===== config.mk =====
export PLATFORM = sky130hd
export DESIGN_NAME = if_id_skid_reg
export DESIGN_NICKNAME = d
export VERILOG_FILES = /design/src/rtl/if_id_skid_reg.sv
export SDC_FILE = /design/constraint.sdc
export NUM_CORES = 1
export LEC_CHECK = 0
export BUFFER_PORTS_ARGS = -buffer_cell sky130_fd_sc_hd__buf_2
export CAP_MARGIN = 0
export CORE_MARGIN = 3
export CORE_UTILIZATION = 46
export DETAILED_ROUTE_END_ITERATION = 6
export PLACE_DENSITY_LB_ADDON = 0.05
export RECOVER_POWER = 50
export SYNTH_ARGS = -nofsm -noshare
export SYNTH_HDL_FRONTEND = slang
export SYNTH_SLANG_ARGS = --single-unit

===== constraint.sdc =====
create_clock -name clk -period 4.9 [get_ports clk]
set_clock_uncertainty 0.05 [all_clocks]
set_input_delay 0.245 -clock clk [delete_from_list [all_inputs] [get_ports clk]]
set_output_delay 0.245 -clock clk [all_outputs]
set_load 0.02 [all_outputs]

===== src/rtl/if_id_skid_reg.sv =====
// if_id_skid_reg: IF/ID pipeline register with one-entry skid buffer; define IF_ID_PERF_EN for bubble/flush counters
module if_id_skid_reg #(
    parameter int DW = 32,
    parameter logic [DW-1:0] NOP_WORD = '0
) (
    input  logic          clk,
    input  logic          arst,
    input  logic          f_valid,
    output logic          f_ready,
    input  logic [DW-1:0] f_pc4,
    input  logic [DW-1:0] f_instr,
    output logic          d_valid,
    input  logic          d_ready,
    output logic [DW-1:0] d_pc4,
    output logic [DW-1:0] d_instr,
    input  logic          stall,
    input  logic          flush
`ifdef IF_ID_PERF_EN
    ,
    output logic [15:0]   bubble_cnt,
    output logic [15:0]   flush_cnt
`endif
);
    logic          main_valid, skid_valid;
    logic [DW-1:0] main_pc4, main_instr, skid_pc4, skid_instr;
    logic          accept, consume, main_free;

    assign accept    = f_valid & f_ready;
    assign consume   = main_valid & d_ready & !stall;
    assign main_free = !main_valid | consume;
    assign f_ready   = !skid_valid;
    assign d_valid   = main_valid;
    assign d_pc4     = main_pc4;
    assign d_instr   = main_valid ? main_instr : NOP_WORD;

    always_ff @(posedge clk) begin
        if (arst) begin
            main_valid <= 1'b0;
            skid_valid <= 1'b0;
            main_pc4   <= '0;
            main_instr <= NOP_WORD;
        end else if (flush) begin
            main_valid <= 1'b0;
            skid_valid <= 1'b0;
        end else if (main_free) begin
            if (skid_valid) begin
                main_valid <= 1'b1;
                main_pc4   <= skid_pc4;
                main_instr <= skid_instr;
                skid_valid <= accept;
            end else begin
                main_valid <= accept;
                if (accept) begin
                    main_pc4   <= f_pc4;
                    main_instr <= f_instr;
                end
            end
        end else if (accept) begin
            skid_valid <= 1'b1;
        end
    end

    // Skid data is only meaningful while skid_valid is set, so it needs no reset.
    always_ff @(posedge clk) begin
        if (accept) begin
            skid_pc4   <= f_pc4;
            skid_instr <= f_instr;
        end
    end

`ifdef IF_ID_PERF_EN
    always_ff @(posedge clk) begin
        if (arst) begin
            bubble_cnt <= '0;
            flush_cnt  <= '0;
        end else begin
            if ((!main_valid || stall) && bubble_cnt != 16'hFFFF) bubble_cnt <= bubble_cnt + 16'd1;
            if (flush && flush_cnt != 16'hFFFF) flush_cnt <= flush_cnt + 16'd1;
        end
    end
`endif
endmodule


# After elaboration in Yosys (flattened, before gate mapping)
# Cells that the tools add are included.
# word_totals
romBits	0
ram_bits	0
wordCells	27
register_bits	130
latch_bits	0
output_inout_bits	66
memories	0
in_bits	70
# classes
n_mux	9
eq_ne	0
magnitude_cmp	0
n_reduce_logical	7
addsub	0
n_bitwise	5
multipliers	0
shift	0
div	0
# op_table
cell	count
2-to-1 mux 32 bit	5
2-to-1 mux 1 bit	4
nonzero test 2 bit	2
bitwise AND 1 bit	3
zero test 1 bit	3
AND reduction 3 bit	1
OR reduction 2 bit	1
inverter 1 bit	1
OR 1 bit	1

# Depth between registers and ports, before layout
# logic_depth
depth_word	4
mapped_depth	6

# Least setup slack after synthesis
# Ideal clock, no wire load.
# synth_path
kind	reg-to-reg
startpoint	register skid_valid
endpoint	register skid_instr[0], enable pin
arrival_ns	3.629
synth_period_minus_slack_ns	4.172
path_stages_with_launch	5
setup_slack_ns	0.728
setup_ns	0.493
path_cell_list	dfxtp_1 > buf_2 > buf_4 > buf_2 > nor2b_1
# synth_between
elab_chain_len	2
# synth_rtl
item	line_no	source
start: declaration	24	logic main_valid, skid_valid;
start signal: assignment	50	skid_valid <= accept;
zero test 1 bit	31	assign f_ready = !skid_valid;
bitwise AND 1 bit	28	assign accept = f_valid & f_ready;
net accept	26	logic accept, consume, main_free;
end signal: assignment	67	skid_instr <= f_instr;
end: declaration	25	logic [DW-1:0] main_pc4, main_instr, skid_pc4, skid_instr;
# The timed path passes the listed nets, and every way through them passes these cells.
# A chain may end at the register's enable or synchronous reset.

==> impl_metrics.json <==
{
  "cts_buffers": 17,
  "rows": 40,
  "rsz0062_at_grt": "no",
  "synth_common_cells": "66 x dfxtp_1, 65 x nor2_1, 65 x nor2b_1",
  "nFillCells": 1002,
  "clk-insertion-delay-late_ps": 410,
  "fin_util": 0.630,
  "grt_antenna_before_repair": 0,
  "cts_sinks": 130,
  "cpPeakStageDelay_ps": 1610,
  "status": "finished with violations",
  "fmax_ghz": 0.342,
  "drc": 0,
  "yosys-top-cells-area": "edfxtp_1 33%, dfxtp_1 22%, mux2_4 15%, mux2i_1 11%, nor2b_1 6.9%",
  "finalPower_uw": 2650,
  "ys.warnings.count": 0,
  "vias": 3929,
  "place_ws_ps": 2600,
  "syn_inst": 458,
  "hold_class": "input port to register",
  "critPathMaxFanout": 75,
  "synthMostInstantiatedCell": "dfxtp_1",
  "die_height_microns": 119,
  "die_x_microns": 119,
  "crit_required_ps": 5140,
  "synth_edf_count": 64,
  "use_met2": 0.288,
  "powerDensity_nw_per_um2": 343,
  "hold_slack_ps": 204,
  "grtUsageTotal": 0.183,
  "yosysSeqAreaShare": 0.550,
  "critPathLaunchType": "input port",
  "routabilityCongestion": 0.711,
  "worstReg2RegEnd": "skid_instr[12]",
  "synth.avg_cell_area_sq_um": 12.9,
  "cts_buffer_depth": 2,
  "drv_cap": 2,
  "synth-compound-area-share": 0.00276,
  "io_pins": 136,
  "synth_top_family_by_area": "multiplexers",
  "hp-start": "d_ready",
  "synth_top_area_share": 0.326,
  "r2r.worst_path.cells": 2,
  "viasPerCell": 4.73,
  "synth_flop_cell": "dfxtp_1",
  "async_reset_ff_frac": 0,
  "synth_cell_types": 19,
  "synth_xor_area_frac": 0,
  "die-area_sq_um": 14200,
  "timing.setup.tns_ps": 0,
  "critPathArrivalTime_ps": 3160,
  "slew_headroom": -0.546,
  "yosys.area_share.simple": 0.147,
  "crit_chain": "clkbuf_1 > buf_4 > nor2_1 > mux2_1",
  "drive_gt1_frac": 0.198,
  "whs_path_depth": 4,
  "synth.mux.area_fraction": 0.269,
  "cts_tree": "yes",
  "setup_viol": 0,
  "area_growth_syn_to_layout_pct": 30.9,
  "drt_iter0_markers": 247,
  "grt_pass1_wl_microns": 20700,
  "post_drt_wl_per_cell_microns": 15.1,
  "fin_crit_ps": 2920,
  "ff_latch_area_sq_um": 3240,
  "cts_hold_buf": 65,
  "core_area_sq_um": 12300,
  "busiest_layer": "met2",
  "grt_pass1_vias": 4128,
  "grt_max_degree": 76,
  "ant_nets": 0,
  "p_leak_uw": 0.00307,
  "path_buf_inv": 2,
  "synth.largest_area_cell": "edfxtp_1",
  "fin_crit_sh": 0.597,
  "worstSetupEndpointType": "register",
  "setup_ws_ps": 1980,
  "slew_violations": 75,
  "diodes": 0,
  "multi_input_area_sq_um": 2480,
  "overflow": 0,
  "initial_utilization": 0.481,
  "rrSetupSlack_ps": 2220,
  "dp_hpwl_microns": 7500,
  "nets": 720,
  "holdPathEnd": "skid_valid",
  "synth_fa_ha_area_frac": 0,
  "timing.rr.start": "skid_valid",
  "peakVddDrop_uv": 197,
  "root_buffer": "clkbuf_16",
  "htreeDepth": 4,
  "tightest_slew_ps": 2320,
  "violations": "max-capacitance violations, max-slew violations",
  "syn_area_sq_um": 5900,
  "hold_violations": 0,
  "critical_path_class": "input port to register",
  "crit_family": "buffers and inverters",
  "cts.reportedPaths.clkPinSlew_ps": 50,
  "io_buffer_count": 135,
  "drt_first_pass_iters": 4,
  "ys_ff_latch": 130,
  "met1_usage": 0.239,
  "route.final.wire_length_microns": 12500,
  "syn_nets": 528,
  "cts_resized": 0,
  "met3_usage": 0.0494,
  "cts_setup_buffers": 0,
  "critical-path-slowest-cell": "clkbuf_1"
}
## layer usage
| metal | up-vias | part of all wire | wire length (microns) |
|---|---|---|---|
| li1 | 1954 | - | - |
| met1 | 1868 | 0.46 | 5780 |
| met2 | 89 | 0.47 | 5910 |
| met3 | 18 | 0.047 | 585 |
| met4 | 0 | 0.019 | 237 |
| met5 | - | 0 | 0 |
## area by class of cell
class | instances | area share
Inverter | 1 | 0.000486
Clock inverter | 6 | 0.00697
Clock buffer | 26 | 0.0634
Tap cell | 168 | 0.0272
Multi-Input combinational cell | 295 | 0.321
Timing Repair Buffer | 205 | 0.161
Sequential cell | 130 | 0.420
## stage by stage
step | cell area [sq um] | std cells
global placement | 6660 | 734
finish | 7720 | 831
CTS | 7860 | 831
global route | 7720 | 831
floorplan | 5900 | 458
detailed placement | 6660 | 734
## flip-flops by register name, summed over array words and instances (netlist names)
register and count:
d_pc4 32, main_instr 32, skid_instr 32, skid_pc4 32, d_valid 1, skid_valid 1
## placed cells by master, fill, tap and decap left out
cell type / n
a211o_4: 1
bufinv_16: 1
clkbuf_8: 3
clkinv_2: 4
dfxtp_1: 66
nor2b_1: 65
nor2_1: 65
inv_2: 1
mux2i_1: 64
a211oi_1: 1
clkbuf_16: 17
edfxtp_1: 64
dlygate4sd3_1: 65
nand2b_1: 1
and2_1: 30
buf_1: 1
mux2_4: 60
clkbuf_2: 1
mux2_1: 4
and2_0: 2
buf_2: 39
clkbuf_1: 101
clkinv_1: 1
nand2_1: 1
nor4_1: 1
buf_4: 4
## report_power, final
part / switching, uW / internal [uW]
Combinational: 129 / 134
Clock: 427 / 732
Sequential: 21.3 / 1210
## worst reg2reg max path, stage by stage, from the launching register on
cell     delay [ps]
dfxtp_1         330
nor2b_1        1170
buf_4           750
## kinds of logic (layout without fill, tap and decap cells)
| logic type | Yosys count | count (layout) |
|---|---|---|
| simple gates | 165 | 165 |
| flops | 130 | 130 |
| mux | 128 | 128 |
| buf+inv | 33 | 238 |
| compound gates | 2 | 2 |
## how the worst max path moves through the flow
| stage | from | to | cells past startpoint |
|---|---|---|---|
| after global placement | f_valid | d_pc4[12] | 5 |
| after floorplan | skid_valid | skid_instr[0] | 4 |
| after CTS | skid_valid | d_pc4[12] | 4 |
| final | arst | d_pc4[12] | 4 |
| after detailed placement | skid_valid | d_pc4[12] | 4 |
| after global routing | arst | d_pc4[15] | 4 |
(Power assumes the default switching activity.)
